**src/rtl/dmem_arbiter.sv**
```systemverilog
// Two-master round-robin arbiter for the shared single-port data memory.
// Master 1 (loader) may hold a bounded lock; read data returns one cycle after grant.
module dmem_arbiter #(
    parameter int unsigned AW        = 32,
    parameter int unsigned DW        = 32,
    parameter int unsigned BURST_MAX = 4
) (
    input  logic            clk,
    input  logic            reset,
    input  logic            m0_req,
    input  logic [AW-1:0]   m0_addr,
    input  logic [DW-1:0]   m0_wdata,
    input  logic [DW/8-1:0] m0_we,
    output logic            m0_gnt,
    output logic            cpu_stall,
    output logic            m0_rvalid,
    output logic [DW-1:0]   m0_rdata,
    input  logic            m1_req,
    input  logic            m1_lock,
    input  logic [AW-1:0]   m1_addr,
    input  logic [DW-1:0]   m1_wdata,
    input  logic [DW/8-1:0] m1_we,
    output logic            m1_gnt,
    output logic            m1_rvalid,
    output logic [DW-1:0]   m1_rdata,
    output logic            mem_en,
    output logic [AW-1:0]   mem_addr,
    output logic [DW-1:0]   mem_wdata,
    output logic [DW/8-1:0] mem_we,
    input  logic [DW-1:0]   mem_rdata
);

    localparam int unsigned BW = DW / 8;
    localparam int unsigned CW = 4;

    logic          last;
    logic          locked;
    logic [CW-1:0] burst_cnt;
    logic          pend0;
    logic          pend1;
    logic          lock_open;

    assign lock_open = locked && (burst_cnt < CW'(BURST_MAX));

    // Grant selection: single requester wins, else lock then round-robin.
    always_comb begin
        m0_gnt = 1'b0;
        m1_gnt = 1'b0;
        if (!reset) begin
            if (m0_req && m1_req) begin
                if (lock_open || !last) begin
                    m1_gnt = 1'b1;
                end else begin
                    m0_gnt = 1'b1;
                end
            end else begin
                m0_gnt = m0_req;
                m1_gnt = m1_req;
            end
        end
    end

    // Memory port mux; zero when idle.
    always_comb begin
        mem_addr  = '0;
        mem_wdata = '0;
        mem_we    = '0;
        if (m0_gnt) begin
            mem_addr  = m0_addr;
            mem_wdata = m0_wdata;
            mem_we    = m0_we;
        end else if (m1_gnt) begin
            mem_addr  = m1_addr;
            mem_wdata = m1_wdata;
            mem_we    = m1_we;
        end
    end

    assign mem_en    = m0_gnt | m1_gnt;
    assign cpu_stall = !reset && m0_req && !m0_gnt;

    // Pending reads are squashed while reset is high so they never reach a master.
    assign m0_rvalid = pend0 && !reset;
    assign m1_rvalid = pend1 && !reset;
    assign m0_rdata  = m0_rvalid ? mem_rdata : '0;
    assign m1_rdata  = m1_rvalid ? mem_rdata : '0;

    always_ff @(posedge clk) begin
        if (reset) begin
            last      <= 1'b1;
            locked    <= 1'b0;
            burst_cnt <= '0;
            pend0     <= 1'b0;
            pend1     <= 1'b0;
        end else begin
            pend0 <= m0_gnt && (m0_we == BW'(0));
            pend1 <= m1_gnt && (m1_we == BW'(0));
            if (m0_gnt) begin
                last      <= 1'b0;
                locked    <= 1'b0;
                burst_cnt <= '0;
            end else if (m1_gnt) begin
                last <= 1'b1;
                if (m1_lock) begin
                    locked <= 1'b1;
                    if (burst_cnt < CW'(BURST_MAX)) begin
                        burst_cnt <= burst_cnt + CW'(1);
                    end
                end else begin
                    locked    <= 1'b0;
                    burst_cnt <= '0;
                end
            end else if (locked && !m1_req) begin
                // Loader walked away from its lock: end the episode.
                locked    <= 1'b0;
                burst_cnt <= '0;
            end
        end
    end

endmodule

```
**config.mk**
```make
export PLATFORM = sky130hd
export DESIGN_NAME = dmem_arbiter
export DESIGN_NICKNAME = d
export VERILOG_FILES = /design/src/rtl/dmem_arbiter.sv
export SDC_FILE = /design/constraint.sdc
export NUM_CORES = 1
export LEC_CHECK = 0
export BUFFER_PORTS_ARGS = -buffer_cell sky130_fd_sc_hd__buf_2
export CAP_MARGIN = 40
export CORE_AREA = 2 2 122 124
export DETAILED_ROUTE_END_ITERATION = 10
export DIE_AREA = 0 0 124 126
export GPL_TIMING_DRIVEN = 0
export PLACE_DENSITY = 0.48
export SLEW_MARGIN = 15
export SYNTH_ARGS = -nofsm -noshare
export SYNTH_HDL_FRONTEND = slang
export SYNTH_SLANG_ARGS = --single-unit
```
**constraint.sdc**
```tcl
create_clock -name clk -period 1.8 [get_ports clk]
set_input_delay 0.18 -clock clk [delete_from_list [all_inputs] [get_ports clk]]
set_output_delay 0.18 -clock clk [all_outputs]
set_load 0.01 [all_outputs]
```
After elaboration in Yosys (flattened, before gate mapping). Cells that the tools add are included.

Add/subtract/negate cells: 1. Order comparisons: 1. Equal/unequal tests: 1. Multiplexer cells: 23. Bitwise gates (word level): 1. Reduce and logical (&&, ||, !) cells: 20.

Operators by type and width (count): 2-to-1 mux 32 bit (6); 2-to-1 mux 4 bit (6); 2-to-1 mux 1 bit (11); logical AND 1 bit (9); zero test 4 bit (2); adder 4 x 1 -> 4 bit, second input constant (1); zero test 1 bit (4); < comparator 4 x 3 -> 1 bit, second input constant (1); nonzero test 2 bit (2); inequality test 3 x 2 -> 1 bit, second input constant (1); AND reduction 2 bit (1); OR reduction 2 bit (1); logical OR 1 bit (1); bitwise OR 1 bit (1).

Flip-flop bits (word level): 8. Logic and storage cells: 52.

Logic depth before layout (Yosys ltp).
Word-level depth: 8. Mapped depth: 6. Mapped depth without buffers: 3.

Worst setup path after synthesis. Ideal clock, no wire load.

Path kind: register to output. Start point: reg burst_cnt[2]. End point: out mem_addr[16]. Data arrival time: 1.520 ns. Setup slack: 0.100 ns. Cell stages (with the launch flop): 6. Path buffers: 2. Cell sequence: dfxtp_1 or3b_4 a41o_1 buf_6 buf_6 a22o_1.

Elaborated cells on any way between the ends: 11. Classes of those cells: 1 x order compare; 8 x mux; 2 x reduce/logical.

RTL lines: start: declaration (line 38) `logic [CW-1:0] burst_cnt;`; start signal: assignment (line 107) `burst_cnt <= burst_cnt + CW'(1);`; < comparator 4 x 3 -> 1 bit (line 43) `assign lock_open = locked && (burst_cnt < CW'(BURST_MAX));`; logical AND 1 bit (line 43); logical OR 1 bit (line 51) `if (lock_open || !last) begin`; 2-to-1 mux 1 bit (line 51); 2-to-1 mux 1 bit (line 50) `if (m0_req && m1_req) begin`; 2-to-1 mux 1 bit (line 49) `if (!reset) begin`; via m0_gnt (line 14) `output logic m0_gnt,`; 2-to-1 mux 32 bit (line 68) `if (m0_gnt) begin`; end: declaration (line 27) `output logic [AW-1:0] mem_addr,`.

The timed path passes the listed nets, and every way through them passes these cells.

Final worst setup path.
Start point: reg burst_cnt[3]. End point: out mem_wdata[14].

Word-level cells in the longest chain between the ends: 8. Elaborated cells on any way between the ends: 11. Classes of those cells: 1 x order compare; 8 x mux; 2 x reduce/logical.

Ends and longest elaborated chain: < comparator 4 x 3 -> 1 bit * (line 43); logical AND 1 bit * (line 43); logical OR 1 bit * (line 51); 2-to-1 mux 1 bit (line 51); 2-to-1 mux 1 bit (line 50); 2-to-1 mux 1 bit (line 49); 2-to-1 mux 32 bit (line 72) `end else if (m1_gnt) begin`; 2-to-1 mux 32 bit * (line 68); end: declaration (line 28) `output logic [DW-1:0] mem_wdata,`.

Every way passes the cells marked *; elsewhere a longest branch is shown, timed or not.

==> results.ini <==
[global_route]
gr-total-overflow=0
gr-usage-met3=0.0145
grt_use_total=0.129
grtUsageMet2=0.256
antenna_found_initial=0
grt.busiest_layer=met2
grt_max_degree=11
grt_pass1_vias=2646
grtUsageMet1=0.144
grt_pass1_wl_mm=15.1

[cts]
cts_max_level=1
hold_buffers=0
path_clk_slew_ps=40
cts_root_buffer=clkbuf_16
ctsLongestPathBuffers=2
clock-sinks=8
clock_latency_ps=230
numCtsBuffers=3
cts_tree=yes

[final_layout]
fin_cells=710
drive_above_1_share=0.667
num_antenna_cells=0
fillers=1602
syn2layout_area_growth_pct=143
fin_util=0.270
nNetsFinal=702

[floorplanning]
core_mm2=0.0143
die_w_um=124
ios=311
initial_core_util=0.111
die-height_um=126
placementRows=44
die-area_mm2=0.0156

[worst_setup_path]
r2r_setup_slack_ps=70
crit_fanout=7
r2r-end=pend0$_SDFF_PP0_
rr_worst_depth=7
start_kind=register
timing.rr.start=burst_cnt[3]$_SDFFE_PP0P_
path_class=register to primary output
worstPathArrival_ps=1900
critPathCaptureType=primary output
critPathRequiredTime_ps=1620

[sta]
setup_ws_ps=-278
fin_crit_sh=1.15
slew_headroom=0.687
setup_viol=73
hold_viol=0
fin_skew_ps=2.69
final_max_slew_viol_count=0
worst_pin_slew_ps=468
grt_setup_unrepaired=true
fmax_mhz=481
holdWs_ps=216
fin_crit_ps=2080

[pwr]
power.share.sequential=0.130
vdd_drop_max_mv=0.220
p_per_area_mw_per_mm2=375
power_w=0.00145
switching_power_w=0.000488
clock_power_share=0.261
comb_power_share=0.608
switching_share=0.336
p_leak_nw=2.26
internal_power_w=0.000962

[yosys]
synth_edf_count=0
synth_nets=375
synth_area_mm2=0.00159
synth_flop_cell=dfxtp_1
synth_seq_cells=8
synth_cells=201
yosys.cell_types.count=26
yosysWarningCount=0
syn_avg_cell_area_um2=7.91
ys_seq_area_frac=0.101
synthArstFlopShare=0

[job]
cap_violations=0

[placement]
dp.cells=693
numPortBuffers=308
place_hpwl_mm=9.63
globalplace.congestion=0.756

[drt]
drtPass1Iterations=4
wl_per_cell_um=15.9
routed_wl_mm=11.3
vias=2893
avgViaCountPerCell=4.07
ant_nets=0
dr.first_iter.drc_count=106
drc_errors=0

[status]
violations=setup timing
outcome=complete, but fails checks

[hold_path]
min_path_type=input pin to register
whs_path_depth=2
min-delay-start=m1_lock
min_to=locked$_SDFFE_PP0P_

cell type report:
type,instances,area [um^2],share of cell area
Timing Repair Buffer,322,1850,0.478
Clock buffer,3,75.1,0.0194
Sequential cell,8,164,0.0424
Tap cell,184,230,0.0596
Multi-Input combinational cell,168,1290,0.333
Buffer,23,250,0.0647
Inverter,2,7.51,0.00194
worst max path at each step:
stage / startpoint / depth (start not counted) / endpoint
after global routing: burst_cnt[3]$_SDFFE_PP0P_ / 6 / mem_wdata[14]
after CTS: burst_cnt[3]$_SDFFE_PP0P_ / 6 / mem_wdata[14]
after detailed placement: locked$_SDFFE_PP0P_ / 5 / mem_addr[18]
after floorplan: burst_cnt[2]$_SDFFE_PP0P_ / 5 / mem_addr[16]
after global placement: locked$_SDFFE_PP0P_ / 5 / mem_addr[22]
final: burst_cnt[3]$_SDFFE_PP0P_ / 6 / mem_wdata[14]
cells in the final DEF, fill, tap and decap left out, types with 2 or more instances in the layout:
cell type	netlist	routed
buf_6	8	29
dfxtp_1	8	5
o32ai_1	2	2
clkbuf_16	0	5
buf_4	0	5
nor2b_1	3	3
nor4_1	4	4
buf_8	0	5
dfxtp_2	0	3
nand2_1	2	2
buf_2	7	290
and2_1	67	66
inv_1	2	2
nand2b_1	4	4
clkbuf_1	8	7
nand3_1	4	4
a22o_1	68	67
nor3b_1	2	2
buf_12	0	5
metrics by stage:
stage | setup TNS (ps) | setup WS [ps] | instance area (um^2)
after CTS | -19340 | -284 | 3770
final | -17510 | -278 | 3860
after detailed placement | -9500 | -222 | 3360
after floorplan | 0 | 99.6 | 1590
after global routing | -26730 | -325 | 3860
after global placement | -9700 | -229 | 3360
metal layers:
layer / vias to the layer above / part of all wire / wire length (um)
met1: 1269 / 0.37 / 4230
met3: 6 / 0.085 / 962
met4: 0 / 0.0095 / 107
met5: - / 0 / 0
li1: 1415 / - / -
met2: 203 / 0.53 / 5990
power by group through the flow:
stage	combinational (W)	clock (W)	sequential [W]
floorplan	0.000328	0	0.000190
global placement	0.000736	0	0.000192
detailed placement	0.000738	0	0.000192
CTS	0.000861	0.000392	0.000189
global route	0.000947	0.000404	0.000190
finish	0.000882	0.000379	0.000189
synthesized netlist by cell type, types with 2 or more instances:
master,instances,area (um^2)
a22o_1,68,596
and2_1,67,419
buf_2,7,35.0
buf_6,8,90.1
clkbuf_1,8,30.0
dfxtp_1,8,160
inv_1,2,7.51
nand2_1,2,7.51
nand2b_1,4,25.0
nand3_1,4,20.0
nor2b_1,3,18.8
nor3b_1,2,15.0
nor4_1,4,25.0
o32ai_1,2,17.5
critical path, stage by stage (launching register included):
cell and delay (ps):
dfxtp_2 310, or3b_4 400, a41o_4 280, buf_12 160, buf_12 130, a22o_1 240, buf_2 140
repair_timing:
item,4_1_cts,5_1_grt
buffers inserted,9,0
pin swaps,30,10
gates resized for setup,58,12
setup endpoints to repair,101,131
gates cloned,4,2
kinds of logic (layout without fill, tap and decap cells):
group | Yosys count | count (layout) | share of synthesized area
adder cells (fa/ha/maj) | 1 | 1 | 0.00787
buffers and inverters | 25 | 350 | 0.102
AO/OA/AOI/OAI | 77 | 77 | 0.434
flip-flops | 8 | 8 | 0.101
AND/OR/NAND/NOR | 90 | 90 | 0.355
sequential cells by signal, summed over array words and instances, names as in the netlist:
register and flops:
burst_cnt 4, last 1, locked 1, pend0 1
pend1 1
Power figures use the tool's default switching activity.
